<file path="config.mk">
export PLATFORM = sky130hd
export DESIGN_NAME = dot_product_engine
export DESIGN_NICKNAME = d
export VERILOG_FILES = /design/src/rtl/dot_product_engine.sv
export SDC_FILE = /design/constraint.sdc
export NUM_CORES = 1
export LEC_CHECK = 0
export BUFFER_PORTS_ARGS = -buffer_cell sky130_fd_sc_hd__buf_2
export CORE_ASPECT_RATIO = 1.4
export CORE_MARGIN = 1
export CORE_UTILIZATION = 30
export CTS_BUF_LIST = sky130_fd_sc_hd__clkbuf_4
export DETAILED_ROUTE_END_ITERATION = 8
export PLACE_DENSITY = 0.54
export SYNTH_ARGS = -nofsm -noshare
export SYNTH_HDL_FRONTEND = slang
export SYNTH_SLANG_ARGS = --single-unit
</file>
<file path="constraint.sdc">
create_clock -name clk -period 9.8 [get_ports clk]
set_input_delay 1.47 -clock clk [delete_from_list [all_inputs] [get_ports clk]]
set_output_delay 1.47 -clock clk [all_outputs]
set_load 0.005 [all_outputs]
</file>
<file path="src/rtl/dot_product_engine.sv">
// dot_product_engine
// Serial dot-product unit: one A/B vector pair per transaction, one
// multiply-accumulate per cycle, full-precision result with optional
// two's-complement elements and accumulation chaining across transactions.
//
// Handshake semantics (both ports): a transfer happens on a rising clk edge
// where valid and ready are both high. The input port is ready only in IDLE;
// the output port is valid only in DONE, and result is stable for as long as
// out_valid stays high. Neither port overlaps with the other: a new vector
// pair can be taken only after the previous result has been consumed.

module dot_product_engine #(
  parameter int NBITS   = 4,
  parameter int NDATA   = 3,
  parameter int SIGNED  = 0,
  parameter int ACCBITS = 2*NBITS + $clog2(NDATA+1)
) (
  input  logic                   clk,
  input  logic                   reset,
  input  logic                   in_valid,
  output logic                   in_ready,
  input  logic [NDATA*NBITS-1:0] A,
  input  logic [NDATA*NBITS-1:0] B,
  input  logic                   chain,
  output logic                   out_valid,
  input  logic                   out_ready,
  output logic [ACCBITS-1:0]     result,
  output logic                   busy,
  output logic [1:0]             fsm_state
);

  // Index width must stay at least one bit even when NDATA=1.
  localparam int IDXW = (NDATA > 1) ? $clog2(NDATA) : 1;
  localparam logic [IDXW-1:0] LAST_IDX = IDXW'(NDATA-1);
  localparam int VECW = NDATA*NBITS;

  typedef enum logic [1:0] {
    ST_IDLE = 2'd0,
    ST_RUN  = 2'd1,
    ST_DONE = 2'd2
  } state_t;

  state_t state;
  state_t state_next;

  logic [VECW-1:0]    a_sh;
  logic [VECW-1:0]    b_sh;
  logic [IDXW-1:0]    idx;
  logic [ACCBITS-1:0] acc;

  logic [ACCBITS-1:0] a_ext;
  logic [ACCBITS-1:0] b_ext;
  logic [ACCBITS-1:0] prod;

  logic accept;
  logic release_out;
  logic last_mac;

  assign accept      = in_valid && (state == ST_IDLE);
  assign release_out = out_ready && (state == ST_DONE);
  assign last_mac    = (state == ST_RUN) && (idx == LAST_IDX);

  // State register: synchronous reset returns to IDLE and aborts any work.
  always_ff @(posedge clk) begin
    if (reset) begin
      state <= ST_IDLE;
    end else begin
      state <= state_next;
    end
  end

  // Next-state logic: IDLE -> RUN on accept, RUN -> DONE after the last
  // element, DONE -> IDLE once the consumer takes the result.
  always_comb begin
    state_next = state;
    case (state)
      ST_IDLE: if (accept)      state_next = ST_RUN;
      ST_RUN:  if (last_mac)    state_next = ST_DONE;
      ST_DONE: if (release_out) state_next = ST_IDLE;
      default:                  state_next = ST_IDLE;
    endcase
  end

  // Output decode: handshake flags and status come straight from the state.
  always_comb begin
    in_ready  = 1'b0;
    out_valid = 1'b0;
    busy      = 1'b0;
    case (state)
      ST_IDLE: in_ready  = 1'b1;
      ST_RUN:  busy      = 1'b1;
      ST_DONE: begin
        out_valid = 1'b1;
        busy      = 1'b1;
      end
      default: in_ready  = 1'b0;
    endcase
  end

  assign fsm_state = state;

  // Element extension to accumulator width. With the guard bits in ACCBITS
  // the ACCBITS-wide product of two extended elements is exact, and the
  // modulo-2^ACCBITS multiply yields the correct two's-complement product.
  always_comb begin
    a_ext = {{(ACCBITS-NBITS){1'b0}}, a_sh[NBITS-1:0]};
    b_ext = {{(ACCBITS-NBITS){1'b0}}, b_sh[NBITS-1:0]};
    if (SIGNED != 0) begin
      a_ext = {{(ACCBITS-NBITS){a_sh[NBITS-1]}}, a_sh[NBITS-1:0]};
      b_ext = {{(ACCBITS-NBITS){b_sh[NBITS-1]}}, b_sh[NBITS-1:0]};
    end
  end

  assign prod = a_ext * b_ext;

  // Datapath: capture operands on accept, then one MAC per RUN cycle with
  // both shifters stepping one element toward the LSBs. acc is left alone in
  // DONE and IDLE so the result holds under backpressure and afterwards.
  // A chained accept keeps acc; wrap-around on long chains is modulo 2^ACCBITS.
  always_ff @(posedge clk) begin
    if (reset) begin
      a_sh <= '0;
      b_sh <= '0;
      idx  <= '0;
      acc  <= '0;
    end else begin
      if (accept) begin
        a_sh <= A;
        b_sh <= B;
        idx  <= '0;
        if (!chain) begin
          acc <= '0;
        end
      end else if (state == ST_RUN) begin
        acc  <= acc + prod;
        a_sh <= a_sh >> NBITS;
        b_sh <= b_sh >> NBITS;
        idx  <= idx + 1'b1;
      end
    end
  end

  assign result = acc;

endmodule

</file>
### Word-level counts from Yosys, hierarchy flattened

Cells that the tools add are included.

* output and inout bits: 15
* logic and storage cells: 38
* flip-flop bits (word level): 38
* bits of input ports: 29

* reduce and logical (&&, ||, !) cells: 9
* $mul: 1
* multiplexer cells: 14
* equal/unequal tests: 7
* add/subtract/negate cells: 2

Operators by type and width (number)
* 2-to-1 mux 12 bit: 4
* 2-to-1 mux 10 bit: 3
* adder 10 x 8 -> 10 bit: 1
* multiplier 4 x 4 -> 8 bit: 1
* inequality test 2 bit (second input constant): 4
* 2-to-1 mux 2 bit: 3
* case mux 2 bit (3 select lines): 1
* equality test 2 bit (second input constant): 2
* OR reduction 2 bit: 2
* logical AND 1 bit: 3
* 2-to-1 mux 1 bit: 3
* AND reduction 3 bit: 1
* adder 2 x 1 -> 2 bit (second input constant): 1
* equality test 2 x 1 -> 1 bit (second input constant): 1
* zero test 2 bit: 1
* AND reduction 2 bit: 1
* nonzero test 2 bit: 1

### Depth between registers and ports, before layout

* depth in word-level cells: 4
* gate-level depth with buffers: 14
* depth with buffers taken out: 13

### Least setup slack after synthesis

No wires, ideal clock.

* kind: register to register
* start point: reg a_sh[0]
* end point: reg acc[8] (netlist: result[8])
* buffers on the path: 0
* data required time: 9.683 ns
* clock period less this slack: 3.118 ns
* slack: 6.682 ns
* stages on the path, launching flop included: 12
* arrival time: 3.001 ns
* path through: dfxtp_1 -> nand2_1 -> fa_1 -> fa_1 -> fa_1 -> inv_1 -> ha_1 -> o21ai_0 -> nor2_1 -> a211oi_2 -> xor2_1 -> o21ai_1

* word-level cells in the longest chain between the ends: 4

RTL lines
* start: declaration: line 46 `logic [VECW-1:0] a_sh;`
* start signal: assignment: line 136 `a_sh <= a_sh >> NBITS;`
* multiplier 4 x 4 -> 8 bit: line 114 `assign prod = a_ext * b_ext;`
* adder 10 x 8 -> 10 bit: line 135 `acc <= acc + prod;`
* 2-to-1 mux 10 bit: line 134 `end else if (state == ST_RUN) begin`
* 2-to-1 mux 10 bit: line 127 `if (accept) begin`
* end signal: assignment: line 135
* end: declaration: line 49 `logic [ACCBITS-1:0] acc;`

No other way between the ends. The select of a mux whose other input is x is not followed.
A chain may end at the register's enable or synchronous reset.

### Worst setup path after layout

* start point: reg b_sh[3]
* end point: reg acc[8] (netlist: result[8])

* word-level cells in the longest chain between the ends: 4

RTL lines
* start: declaration: line 47 `logic [VECW-1:0] b_sh;`
* start signal: assignment: line 137 `b_sh <= b_sh >> NBITS;`
* multiplier 4 x 4 -> 8 bit: line 114
* adder 10 x 8 -> 10 bit: line 135
* 2-to-1 mux 10 bit: line 134
* 2-to-1 mux 10 bit: line 127

No other way between the ends. The select of a mux whose other input is x is not followed.

==> flow_summary.toml <==
[logic_synthesis]
yosys.area.top_type = "dfxtp_1"
ys_warn_count = 0
ys_seq_area_share_pct = 31.9
avgSynthCellArea_sq_um = 8.89
ys_seq_elements = 38
synth_area_leaders = "dfxtp_1, ha_1, fa_1"
synth-main-ff-cell = "dfxtp_1"
synth.most_common_cell = "dfxtp_1"
synth_nets = 328
synth_top_area_share_pct = 31.9
ys_types = 39
synth_edf_count = 0
synthCells = 268
async_reset_ff_share_pct = 0
syn_area_sq_um = 2380
ys_top_cells_by_count = "dfxtp_1, nor2_1, inv_1"

[drt]
detail-route-antenna-nets = 0
wire_per_inst_um = 12.7
viasPerCell = 4.72
drc = 0
drtIter0Drc = 72
wl_mm = 5.12
num_vias = 1911
first_pass_iters = 4

[min_path]
worstHoldPathType = "reg -> reg"

[critical_path]
cp_cell_sequence = "nand2_1 -> fa_1 -> fa_1 -> fa_1 -> inv_1 -> ha_1 -> o21ai_0 -> nor2_1 -> a211oi_2 -> xor2_1 -> o21ai_1"
crit_top_cell = "fa_1"
cp-start-kind = "flip-flop"
critPathMaxFanout = 5
max_stage_delay_ns = 0.51
slowest_stage = "fa_1"
cp-end-kind = "flip-flop"
arrival_ns = 3.58
criticalPathCategory = "reg -> reg"
cp.required_ns = 10.05

[pwr]
ir_worst_vdd_mv = 0.0634
leakage_nw = 1.26
p_total_uw = 572
powerDensity_nw_per_um2 = 207

[job]
drv_cap = 0

[cells_and_area]
nets = 364
stdcell_count = 405
multi_input_area_sq_um = 1460
stdcell_area_sq_um = 2770
antenna_cells = 0
fill_cells = 830
syn_to_final_growth_pct = 16.2
ff_latch_area_sq_um = 761
drive_above_1_share_pct = 19.0

[global_routing]
grt_pass1_vias = 1947
grt_pass1_wl_mm = 9.07
grt_antenna_before_repair = 0
grt_util_all_layers_pct = 13.8
grt_overflow_total = 0
grt_start_max_net_pins = 44

[sta]
max_freq_mhz = 301
period_needed_ns = 3.32
tns_ns = 0
fin_crit_sh_pct = 33.9
slew_headroom_pct = 46.8
rsz0062_at_grt = "false"
max_slew.worst_pin.slew_ns = 0.795
holdWs_ns = 0.474
hold_violations = 0
final_max_slew_viol_count = 0
final.setup_skew_ns = 0.00653
setup_violations = 0

[floorplanning]
die_x_um = 77.3
die_area_sq_um = 8310
die_h_um = 107
start_util_pct = 30.9
ios = 44
rows = 38
core-area_sq_um = 7700

[cts]
post_cts_buffers = 0
cts_root_buf = "clkbuf_4"
cts_tree = "yes"
cts_num_sinks = 38
ctsResizeCount = 0
clock_latency_ns = 0.34
h-tree-depth = 2
cts_buffer_depth = 2
cts_buffers = 5
clk_pin_slew_ns = 0.12
ctsHoldBuffers = 0

[placed_design]
dpl.hpwl_mm = 3.85
placed_cell_area_sq_um = 2670
routabilityCongestion = 0.814
port-buffer-count = 43
dpl.cell_count = 397

[status]
status = "completed"
sequential cells by signal (all words and copies together), names as in the netlist:
| signal | flops |
|---|---|
| fsm_state | 2 |
| idx | 2 |
| result | 10 |
| b_sh | 12 |
| a_sh | 12 |
final cells by class:
cell class                      instances  share of cell area, %
Multi-Input combinational cell        188                   52.6
Sequential cell                        38                   27.5
Timing Repair Buffer                   44                   8.04
Tap cell                              100                   4.52
Inverter                               27                   3.66
Clock inverter                          3                   2.30
Clock buffer                            5                   1.36
layout by cell type, fill, tap and decap left out, types with 3 or more instances in the layout:
cell / count
a211oi_1: 19
a21oi_1: 13
a22oi_1: 4
and2_1: 13
buf_2: 43
clkbuf_4: 5
dfxtp_1: 38
fa_1: 9
ha_1: 22
inv_1: 26
mux2i_1: 18
nand2_1: 16
nand3b_1: 8
nor2_1: 28
nor3_1: 3
o21ai_0: 4
o21ai_1: 3
xor2_1: 5
through the flow:
step                setup slack (ns)  utilization [%]
floorplan                       6.68                -
global placement                6.54             34.6
detailed placement              6.46             34.6
CTS                             6.43             35.9
global route                    6.18             35.9
finish                          6.48             35.9
where the power goes:
group / internal, mW / switching, mW
Clock: 0.0786 / 0.0552
Sequential: 0.189 / 0.0261
Combinational: 0.0975 / 0.127
logic make-up after synthesis:
| kind of cell | synth area share, % |
|---|---|
| AND/OR/NAND/NOR | 15.4 |
| AO/OA/AOI/OAI | 16.9 |
| buffers and inverters | 6.88 |
| flip-flops | 31.9 |
| adder cells (fa/ha/maj) | 19.1 |
| multiplexers | 7.56 |
| XOR/XNOR | 2.21 |
final timing paths:
kind / startpoint / cells after the start / to / slack (ns)
max: b_sh[3]$_SDFFE_PP0P_ / 11 / result[8]$_SDFFE_PP0P_ / 6.48
min: result[5]$_SDFFE_PP0P_ / 2 / result[5]$_SDFFE_PP0P_ / 0.47
max reg2reg: b_sh[3]$_SDFFE_PP0P_ / 11 / result[8]$_SDFFE_PP0P_ / 6.48
min reg2reg: result[5]$_SDFFE_PP0P_ / 2 / result[5]$_SDFFE_PP0P_ / 0.47
worst max-delay path: cells and delay by family (launching register included):
family,cells,cell delay (ns)
adders and majority gates,4,1.88
DFF,1,0.41
xor gates and xnor gates,1,0.17
buffers and inverters,1,0.04
AOI/OAI and AO/OA,3,0.52
and+or+nand+nor,2,0.22
layer usage:
metal / global-route usage (%) / share of wire (%) / vias up
li1: - / - / 988
met1: 16.2 / 45 / 869
met2: 24.5 / 50 / 44
met3: 2.46 / 3.1 / 10
met4: 5.39 / 2.0 / 0
met5: 0 / 0 / -
No activity file was read; power rests on OpenSTA's default activity.
